===== config.mk =====
export PLATFORM = sky130hd
export DESIGN_NAME = param_register_file_flat
export DESIGN_NICKNAME = d
export VERILOG_FILES = /design/src/rtl/param_register_file_pkg.sv /design/src/rtl/param_register_file_if.sv /design/src/rtl/param_register_file_regfile_scoreboard.sv /design/src/rtl/param_register_file.sv /design/src/flat_wrapper.sv
export SDC_FILE = /design/constraint.sdc
export NUM_CORES = 2
export LEC_CHECK = 0
export CORE_ASPECT_RATIO = 0.8
export CORE_MARGIN = 2
export CORE_UTILIZATION = 30
export CTS_CLUSTER_SIZE = 8
export DETAILED_ROUTE_END_ITERATION = 8
export PLACE_DENSITY_LB_ADDON = 0.3
export REMOVE_ABC_BUFFERS = 1
export SKIP_LAST_GASP = 1
export SLEW_MARGIN = 5
export SYNTH_ARGS = -nofsm -noshare
export SYNTH_HDL_FRONTEND = slang
export SYNTH_SLANG_ARGS = --single-unit

===== constraint.sdc =====
create_clock -name clk -period 3.5 [get_ports clk]
set_input_delay 0.7 -clock clk [delete_from_list [all_inputs] [get_ports clk]]
set_output_delay 0.7 -clock clk [all_outputs]
set_load 0.005 [all_outputs]

===== src/rtl/param_register_file_pkg.sv =====
// Shared constants for the parametrised register file.
// Holds the default geometry (DATA_W_DEF, ADDR_W_DEF) and the register index
// constants that the board display taps and decode logic refer to.
// Optional build macro honoured by the slice: PARAM_REGFILE_BYPASS_EN.
package param_register_file_pkg;

  localparam int unsigned DATA_W_DEF = 32;
  localparam int unsigned ADDR_W_DEF = 5;

  localparam int unsigned REG_ZERO = 0;
  localparam int unsigned REG_T0   = 8;
  localparam int unsigned REG_T1   = 9;
  localparam int unsigned REG_T2   = 10;
  localparam int unsigned REG_T3   = 11;
  localparam int unsigned REG_T4   = 12;
  localparam int unsigned REG_T5   = 13;

endpackage


===== src/rtl/param_register_file_if.sv =====
// Bus bundle between decode/writeback/display and the register file.
// master: drives write, read-address and issue signals; receives read data,
//         busy flags and taps.
// slave : the register file itself.
interface param_register_file_if
  import param_register_file_pkg::*;
#(
  parameter int unsigned DATA_W = DATA_W_DEF,
  parameter int unsigned ADDR_W = ADDR_W_DEF
);
  logic              wr_en;
  logic [ADDR_W-1:0] wr_addr;
  logic [DATA_W-1:0] wr_data;
  logic [ADDR_W-1:0] rd_addr1;
  logic [ADDR_W-1:0] rd_addr2;
  logic [DATA_W-1:0] rd_data1;
  logic [DATA_W-1:0] rd_data2;
  logic              issue_en;
  logic [ADDR_W-1:0] issue_addr;
  logic              busy1;
  logic              busy2;
  logic [DATA_W-1:0] tap1;
  logic [DATA_W-1:0] tap2;

  modport master (
    output wr_en, wr_addr, wr_data, rd_addr1, rd_addr2, issue_en, issue_addr,
    input  rd_data1, rd_data2, busy1, busy2, tap1, tap2
  );

  modport slave (
    input  wr_en, wr_addr, wr_data, rd_addr1, rd_addr2, issue_en, issue_addr,
    output rd_data1, rd_data2, busy1, busy2, tap1, tap2
  );
endinterface


===== src/rtl/param_register_file_regfile_scoreboard.sv =====
// regfile_scoreboard: per-register pending-write vector.
// Ports: clk, rst (sync, active high); issue_en/issue_addr set a pending bit;
//        wr_en/wr_addr clear it; rd_addr1/rd_addr2 look up busy1/busy2.
// Macro PARAM_REGFILE_BYPASS_EN: a same-cycle write to the looked-up address
// hides its pending bit unless the same cycle also issues to that address.
module regfile_scoreboard #(
  parameter int unsigned ADDR_W   = 5,
  parameter bit          ZERO_REG = 1'b1
) (
  input  logic              clk,
  input  logic              rst,
  input  logic              issue_en,
  input  logic [ADDR_W-1:0] issue_addr,
  input  logic              wr_en,
  input  logic [ADDR_W-1:0] wr_addr,
  input  logic [ADDR_W-1:0] rd_addr1,
  input  logic [ADDR_W-1:0] rd_addr2,
  output logic              busy1,
  output logic              busy2
);
  localparam int unsigned DEPTH = 2 ** ADDR_W;

  logic [DEPTH-1:0] pending_q;
  logic [DEPTH-1:0] pending_d;

  // Clear first, then set: an issue colliding with a write leaves the bit set
  // because the newly issued instruction is the live producer.
  always_comb begin
    pending_d = pending_q;
    if (wr_en)    pending_d[wr_addr]    = 1'b0;
    if (issue_en) pending_d[issue_addr] = 1'b1;
    if (ZERO_REG) pending_d[0]          = 1'b0;
  end

  always_ff @(posedge clk) begin
    if (rst) pending_q <= '0;
    else     pending_q <= pending_d;
  end

  function automatic logic lookup(input logic [ADDR_W-1:0] a);
    logic b;
    b = pending_q[a];
`ifdef PARAM_REGFILE_BYPASS_EN
    if (wr_en && (wr_addr == a) && !(ZERO_REG && (a == '0)))
      b = issue_en && (issue_addr == a);
`endif
    return b;
  endfunction

  always_comb begin
    busy1 = lookup(rd_addr1);
    busy2 = lookup(rd_addr2);
  end
endmodule


===== src/rtl/param_register_file.sv =====
// param_register_file: parametrised register file with pending-write
// scoreboard and two debug taps.
// Ports: clk, rst (sync, active high); bus (param_register_file_if.slave)
//        carrying write port, two combinational read ports, issue port,
//        busy flags and tap1/tap2 (contents of TAP1_IDX/TAP2_IDX).
// Macro PARAM_REGFILE_BYPASS_EN: same-cycle write data forwarded to reads.
module param_register_file
  import param_register_file_pkg::*;
#(
  parameter int unsigned DATA_W   = DATA_W_DEF,
  parameter int unsigned ADDR_W   = ADDR_W_DEF,
  parameter bit          ZERO_REG = 1'b1,
  parameter int unsigned TAP1_IDX = REG_T4,
  parameter int unsigned TAP2_IDX = REG_T3
) (
  input  logic                 clk,
  input  logic                 rst,
  param_register_file_if.slave bus
);
  localparam int unsigned DEPTH = 2 ** ADDR_W;

  if (TAP1_IDX >= DEPTH) begin : g_tap1_range
    $error("TAP1_IDX out of range for ADDR_W");
  end
  if (TAP2_IDX >= DEPTH) begin : g_tap2_range
    $error("TAP2_IDX out of range for ADDR_W");
  end

  localparam logic [ADDR_W-1:0] TAP1_A = ADDR_W'(TAP1_IDX);
  localparam logic [ADDR_W-1:0] TAP2_A = ADDR_W'(TAP2_IDX);

  logic [DATA_W-1:0] regs_q [DEPTH];
  logic [DATA_W-1:0] regs_d [DEPTH];

  function automatic logic is_zero(input logic [ADDR_W-1:0] a);
    return ZERO_REG && (a == '0);
  endfunction

  function automatic logic [DATA_W-1:0] stored(input logic [ADDR_W-1:0] a);
    return is_zero(a) ? '0 : regs_q[a];
  endfunction

  function automatic logic [DATA_W-1:0] read_port(input logic [ADDR_W-1:0] a);
    logic [DATA_W-1:0] v;
    v = stored(a);
`ifdef PARAM_REGFILE_BYPASS_EN
    if (bus.wr_en && (bus.wr_addr == a) && !is_zero(a)) v = bus.wr_data;
`endif
    return v;
  endfunction

  always_comb begin
    regs_d = regs_q;
    if (bus.wr_en && !is_zero(bus.wr_addr)) regs_d[bus.wr_addr] = bus.wr_data;
  end

  always_ff @(posedge clk) begin
    if (rst) begin
      for (int unsigned i = 0; i < DEPTH; i++) regs_q[i] <= '0;
    end else begin
      regs_q <= regs_d;
    end
  end

  always_comb begin
    bus.rd_data1 = read_port(bus.rd_addr1);
    bus.rd_data2 = read_port(bus.rd_addr2);
    bus.tap1     = stored(TAP1_A);
    bus.tap2     = stored(TAP2_A);
  end

  regfile_scoreboard #(
    .ADDR_W   (ADDR_W),
    .ZERO_REG (ZERO_REG)
  ) u_scoreboard (
    .clk        (clk),
    .rst        (rst),
    .issue_en   (bus.issue_en),
    .issue_addr (bus.issue_addr),
    .wr_en      (bus.wr_en),
    .wr_addr    (bus.wr_addr),
    .rd_addr1   (bus.rd_addr1),
    .rd_addr2   (bus.rd_addr2),
    .busy1      (bus.busy1),
    .busy2      (bus.busy2)
  );
endmodule

===== src/flat_wrapper.sv =====
// flat-port wrapper written by rule: the top's interface ports become plain ports
module param_register_file_flat import param_register_file_pkg::*;
#(
  parameter int unsigned DATA_W   = DATA_W_DEF,
  parameter int unsigned ADDR_W   = ADDR_W_DEF,
  parameter bit          ZERO_REG = 1'b1,
  parameter int unsigned TAP1_IDX = REG_T4,
  parameter int unsigned TAP2_IDX = REG_T3
)
  (clk, rst, bus_wr_en, bus_wr_addr, bus_wr_data, bus_rd_addr1, bus_rd_addr2, bus_issue_en, bus_issue_addr, bus_rd_data1, bus_rd_data2, bus_busy1, bus_busy2, bus_tap1, bus_tap2);
  param_register_file_if #(.DATA_W(DATA_W), .ADDR_W(ADDR_W)) bus_i ();
  input  logic clk;
  input  logic rst;
  input wire logic [$bits(bus_i.wr_en)-1:0] bus_wr_en;
  input wire logic [$bits(bus_i.wr_addr)-1:0] bus_wr_addr;
  input wire logic [$bits(bus_i.wr_data)-1:0] bus_wr_data;
  input wire logic [$bits(bus_i.rd_addr1)-1:0] bus_rd_addr1;
  input wire logic [$bits(bus_i.rd_addr2)-1:0] bus_rd_addr2;
  input wire logic [$bits(bus_i.issue_en)-1:0] bus_issue_en;
  input wire logic [$bits(bus_i.issue_addr)-1:0] bus_issue_addr;
  output wire logic [$bits(bus_i.rd_data1)-1:0] bus_rd_data1;
  output wire logic [$bits(bus_i.rd_data2)-1:0] bus_rd_data2;
  output wire logic [$bits(bus_i.busy1)-1:0] bus_busy1;
  output wire logic [$bits(bus_i.busy2)-1:0] bus_busy2;
  output wire logic [$bits(bus_i.tap1)-1:0] bus_tap1;
  output wire logic [$bits(bus_i.tap2)-1:0] bus_tap2;
  assign bus_i.wr_en = bus_wr_en;
  assign bus_i.wr_addr = bus_wr_addr;
  assign bus_i.wr_data = bus_wr_data;
  assign bus_i.rd_addr1 = bus_rd_addr1;
  assign bus_i.rd_addr2 = bus_rd_addr2;
  assign bus_i.issue_en = bus_issue_en;
  assign bus_i.issue_addr = bus_issue_addr;
  assign bus_rd_data1 = bus_i.rd_data1;
  assign bus_rd_data2 = bus_i.rd_data2;
  assign bus_busy1 = bus_i.busy1;
  assign bus_busy2 = bus_i.busy2;
  assign bus_tap1 = bus_i.tap1;
  assign bus_tap2 = bus_i.tap2;
  param_register_file #(.DATA_W(DATA_W), .ADDR_W(ADDR_W), .ZERO_REG(ZERO_REG), .TAP1_IDX(TAP1_IDX), .TAP2_IDX(TAP2_IDX)) u_core (.clk(clk), .rst(rst), .bus(bus_i));
endmodule

# Yosys cells after proc, flatten, opt, wreduce, memory -nomap -nowiden
# Cells that the tools add are included.
[word_totals]
ff_bits = 1056
latchBits = 0
ram_bits = 0
rom_bits = 0
inputBits = 56
output_inout_bits = 130
word_cells = 79
n_memories = 0
[op_classes]
addsub = 0
mul = 0
div_mod_pow = 0
order_cmp = 10
n_eq_ne = 0
shifts = 0
mux = 21
bitwise_logic = 6
reduce_logical = 8
[ops]
columns = ["cell", "count"]
rows = [
  ["bitwise mux 1024 bit", 1],
  ["binary-select mux 32 bit (select 5 bit)", 2],
  ["2-to-1 mux 32 bit", 9],
  ["demux 32 bit (select 5 bit)", 1],
  ["bitwise AND 32 bit", 1],
  ["inverter 32 bit", 1],
  ["OR 32 bit", 1],
  ["less-than comparator 5 x 6 -> 1 bit, second input constant", 4],
  [">= comparator 6 bit, second input constant", 3],
  ["inverter 5 -> 6 bit", 3],
  ["zero test 5 bit", 3],
  ["binary-select mux 1 bit (select 5 bit)", 2],
  ["demux 1 bit (select 5 bit)", 2],
  [">= comparator 5 x 1 -> 1 bit, second input constant", 2],
  ["less-than comparator 6 x 1 -> 1 bit, second input constant", 1],
  ["logical AND 1 bit", 4],
  ["2-to-1 mux 1 bit", 4],
  ["zero test 1 bit", 1],
]

# Depth between registers and ports, before layout
[logic_depth]
word_depth = 9
ltp_mapped = 9
depth_no_buf = 4

# By module
# Synthesis repeated with hierarchy kept, for this count alone.
[unflattened]
cells_unflattened = 6222
hier_area_um2 = 53976.8
[by_module_without_submodules]
columns = ["module", "instances", "cells_per_inst", "area_per_inst_um2", "seq_area_each_um2"]
rows = [
  ["param_register_file", 1, 5993, 52155.0, 20499.7],
  ["regfile_scoreboard", 1, 229, 1821.7, 620.6],
]

# Worst setup path after synthesis
# No wires, ideal clock.
[synth_timing]
kind = "input to output"
startpoint = "input bus_rd_addr1[1]"
endpoint = "output bus_rd_data1[4]"
arrival_ns = 2.205
setup_slack_ns = 0.595
path_stages = 7
path_buffers = 3
cell_sequence = "buf_6 buf_6 buf_2 mux4_2 a22oi_1 nand4_1 and3_1"
[synth_via]
elab_chain_len = 5
[synth_rtl]
columns = ["item", "line_no", "text"]
rows = [
  ["start, declared", "flat_wrapper.sv:17", "input wire logic [$bits(bus_i.rd_addr1)-1:0] bus_rd_addr1;"],
  ["inverter 5 -> 6 bit (implied by the code)", "param_register_file.sv:40", "return is_zero(a) ? '0 : regs_q[a];"],
  ["binary-select mux 32 bit (select 5 bit)", "param_register_file.sv:40", ""],
  ["2-to-1 mux 32 bit (implied by the code) (2 in a row)", "param_register_file.sv:40", ""],
  ["2-to-1 mux 32 bit (*)", "param_register_file.sv:40", ""],
  ["end, declared", "flat_wrapper.sv:21", "output wire logic [$bits(bus_i.rd_data1)-1:0] bus_rd_data1;"],
]
# Mark *: on every way between the ends. The rest lies on a longest branch, timed or not. The select of a mux whose other input is x is not followed.

# Final worst setup path
[layout_timing]
startpoint = "input bus_rd_addr2[1]"
endpoint = "output bus_rd_data2[3]"
[layout_via]
elab_chain_len = 5
[layout_rtl]
columns = ["item", "line_no", "text"]
rows = [
  ["start, declared", "flat_wrapper.sv:18", "input wire logic [$bits(bus_i.rd_addr2)-1:0] bus_rd_addr2;"],
  ["inverter 5 -> 6 bit (implied by the code)", "param_register_file.sv:40", ""],
  ["binary-select mux 32 bit (select 5 bit)", "param_register_file.sv:40", ""],
  ["2-to-1 mux 32 bit (implied by the code) (2 in a row)", "param_register_file.sv:40", ""],
  ["2-to-1 mux 32 bit (*)", "param_register_file.sv:40", ""],
  ["end, declared", "flat_wrapper.sv:22", "output wire logic [$bits(bus_i.rd_data2)-1:0] bus_rd_data2;"],
]
# Marked as above.

==> impl_metrics.env <==
export IMPL_async_reset_ff_frac=0
export IMPL_worstSetupPathType="in -> out"
export IMPL_routed_wl_um=237900
export IMPL_cts_buffers=150
export IMPL_synth_top_area_share=0.3974
export IMPL_die_h_um=380.4
export IMPL_worst_slew_pin_slew_ns=0.8863
export IMPL_grt_pass1_wl_um=339500
export IMPL_cp_required_ns=2.80
export IMPL_synth_edf_count=0
export IMPL_drv_slew=0
export IMPL_relSlewSlack=0.4069
export IMPL_worst_path_buf_inv=5
export IMPL_synth_area_mm2=0.05314
export IMPL_status="complete, but fails checks"
export IMPL_num_rows=138
export IMPL_grt_max_degree=154
export IMPL_clock_sinks=1055
export IMPL_crit_top_cell="buf_12"
export IMPL_wl_per_cell_um=27.34
export IMPL_critPathTopFamily="buffers and inverters"
export IMPL_drt_pass1_iterations=8
export IMPL_place_inst=8426
export IMPL_cp_start_kind="input port"
export IMPL_holdCritPathClass="in -> reg"
export IMPL_synth_area_leaders="dfxtp_1 (40%), mux4_2 (21%), nand2_1 (15%)"
export IMPL_skew_ns=0
export IMPL_rsz0062_at_grt="yes"
export IMPL_vias=50310
export IMPL_leakagePower_nw=22.62
export IMPL_clk_pin_slew_ns=0.05
export IMPL_max_stage_delay_ns=0.57
export IMPL_clockRootBuffer="clkbuf_16"
export IMPL_violations="setup timing"
export IMPL_timing_fmax_mhz=278.2
export IMPL_finalHoldViolations=0
export IMPL_fin_crit_sh=1.027
export IMPL_syn_inst=6042
export IMPL_critPathSlowestCell="clkdlybuf4s50_1"
export IMPL_synth_top_area_cell="dfxtp_1"
export IMPL_io_buffers=185
export IMPL_drtIter0Drc=7089
export IMPL_start_util=0.3011
export IMPL_nets=6362
export IMPL_detail_route_drc_violations=0
export IMPL_syn_area_per_cell_um2=8.795
export IMPL_final_layout_size_suffix_gt1_frac=0.2414
export IMPL_yosysMostFrequentCell="nand2_1"
export IMPL_synth_seq_cells=1055
export IMPL_viasPerCell=5.782
export IMPL_clk_latency_ns=0.77
export IMPL_worst_slack_ns=-0.09457
export IMPL_chipWidth_um=474.6
export IMPL_htreeDepth=4
export IMPL_coreArea_mm2=0.1765
export IMPL_end_kind="output pin"
export IMPL_fin_setup_tns_ns=-0.2914
export IMPL_clock_path_buffers=3
export IMPL_min_period_ns=3.595
export IMPL_ys_seq_area_frac=0.3974
export IMPL_hpwl_um=154300
export IMPL_critPathMaxFanout=8
export IMPL_fp_dieArea_mm2=0.1805
export IMPL_ir_worst_vdd_v=0.0004142
export IMPL_arrival_ns=2.89
export IMPL_yosysUniqueCellTypes=41
export IMPL_gr_total_overflow=0
export IMPL_yosys_top_cells_count="nand2_1 (2146), dfxtp_1 (1055), a21oi_1 (1027)"
export IMPL_routabilityCongestion=0.9344
export IMPL_maxCapViolCount=0
export IMPL_cts_tree="built"
export IMPL_track_usage=0.2549
export IMPL_io_pins=186
export IMPL_synth_top_flop_cell="dfxtp_1"
export IMPL_final_cell_count_no_fill=8702
export IMPL_antenna_found_initial=4
export IMPL_area_growth_pct=26.69
export IMPL_setup_viol=7
export IMPL_yosysWarnings=0
export IMPL_first_global_vias=47560
export IMPL_ant_nets=0
export IMPL_crit_path_cell_trace="buf_16, buf_12, buf_12, buf_4, mux4_2, nand2_1, a32o_1, nor3_2, clkdlybuf4s50_1"
export IMPL_powerDensity_mw_per_mm2=425.7
==> worst reg2reg max path: stages (launching register included) <==
cell and delay [ns]:
dfxtp_1 0.44, nand2_1 0.09, a21oi_1 0.16
==> sequential cells by signal, summed over array words and instances (netlist names) <==
name and cells:
u_core.bus.tap2 32, u_core.bus.tap1 32, u_core.u_scoreboard.pending_q 31, u_core.regs_q 960
==> kinds of logic after synthesis <==
group,after synthesis,share of synthesized area
DFF,1055,0.3974
AOI/OAI and AO/OA,1266,0.1334
muxes,611,0.2310
and+or+nand+nor,2433,0.1818
buffers and inverters,677,0.05634
==> per-stage QoR <==
step	total power [W]	worst slack [ns]	util	hold WS, ns	cell area [µm²]
after CTS	0.02862	-0.1191	0.3774	0.3217	66600
after detailed placement	0.01514	-0.8499	0.3438	0.4570	60680
after floorplan	0.01312	0.06996	-	0.4369	50150
after global routing	0.02934	-0.08851	0.3815	0.3662	67320
after global placement	0.01512	-0.8492	0.3438	0.4501	60680
final	0.02866	-0.09457	0.3815	0.3542	67320
==> what timing repair did <==
item | CTS | global route
endpoints found under the setup margin | 66 | 49
setup buffers | 51 | 43
cloned | 15 | 4
pin swaps | 53 | 42
gates resized for setup | 254 | 110
hold buffers | 0 | 0
==> final timing paths <==
path	startpoint	endpoint	slack (ns)	cells after the start
worst max-delay path	bus_rd_addr2[1]	bus_rd_data2[3]	-0.09	9
worst min-delay path	rst	u_core.regs_q[194]$_SDFFE_PP0P_	0.35	2
worst max register to register	u_core.bus.tap2[16]$_SDFFE_PP0P_	u_core.bus.tap2[16]$_SDFFE_PP0P_	2.74	2
worst min register to register	u_core.regs_q[604]$_SDFFE_PP0P_	u_core.regs_q[604]$_SDFFE_PP0P_	0.46	2
==> placed cells by master (no fill, tap or decap), types with 18 or more instances in the layout <==
cell | Yosys | layout
a22oi_1 | 89 | 75
buf_16 | 0 | 20
nand4_1 | 29 | 29
o221ai_1 | 32 | 20
buf_6 | 2 | 25
buf_12 | 0 | 141
nor2_1 | 68 | 36
nand2_2 | 0 | 35
a21oi_1 | 1027 | 1019
dfxtp_1 | 1055 | 1054
nor2b_1 | 62 | 57
a32o_2 | 0 | 25
nand2_1 | 2146 | 2111
mux4_2 | 492 | 492
nor2_4 | 0 | 32
mux2i_1 | 117 | 95
clkdlybuf4s50_1 | 0 | 118
dlygate4sd2_1 | 0 | 18
a211oi_2 | 0 | 20
buf_4 | 79 | 408
and3_4 | 0 | 24
nand3_1 | 32 | 24
clkbuf_16 | 0 | 161
dlymetal6s2s_1 | 0 | 24
o22a_1 | 29 | 29
==> per-layer routing <==
layer / share of wire / vias to the layer above / global-route usage
met3: 0.12 / 530 / 0.06065
met2: 0.43 / 3302 / 0.3748
met5: 0.00015 / - / 0
met4: 0.042 / 6 / 0.1039
met1: 0.41 / 24940 / 0.3571
li1: - / 21530 / -
==> where the power goes <==
group | leakage [nW] | internal (W) | switching, W
combinational | 12.1 | 0.00129 | 0.00179
sequential | 8.50 | 0.0121 | 0.0000742
clock | 1.99 | 0.00785 | 0.00554
total | 22.6 | 0.0213 | 0.00740
==> cell type report <==
cell class	instances	area [µm²]
Fill cell	17420	109100
Inverter	2	7.507
Tap cell	2380	2978
Clock inverter	10	110.1
Sequential cell	1055	21120
Clock buffer	157	3929
Multi-Input combinational cell	4311	30250
Timing Repair Buffer	786	8924
Antenna cell	1	2.502
(Power assumes the default switching activity.)
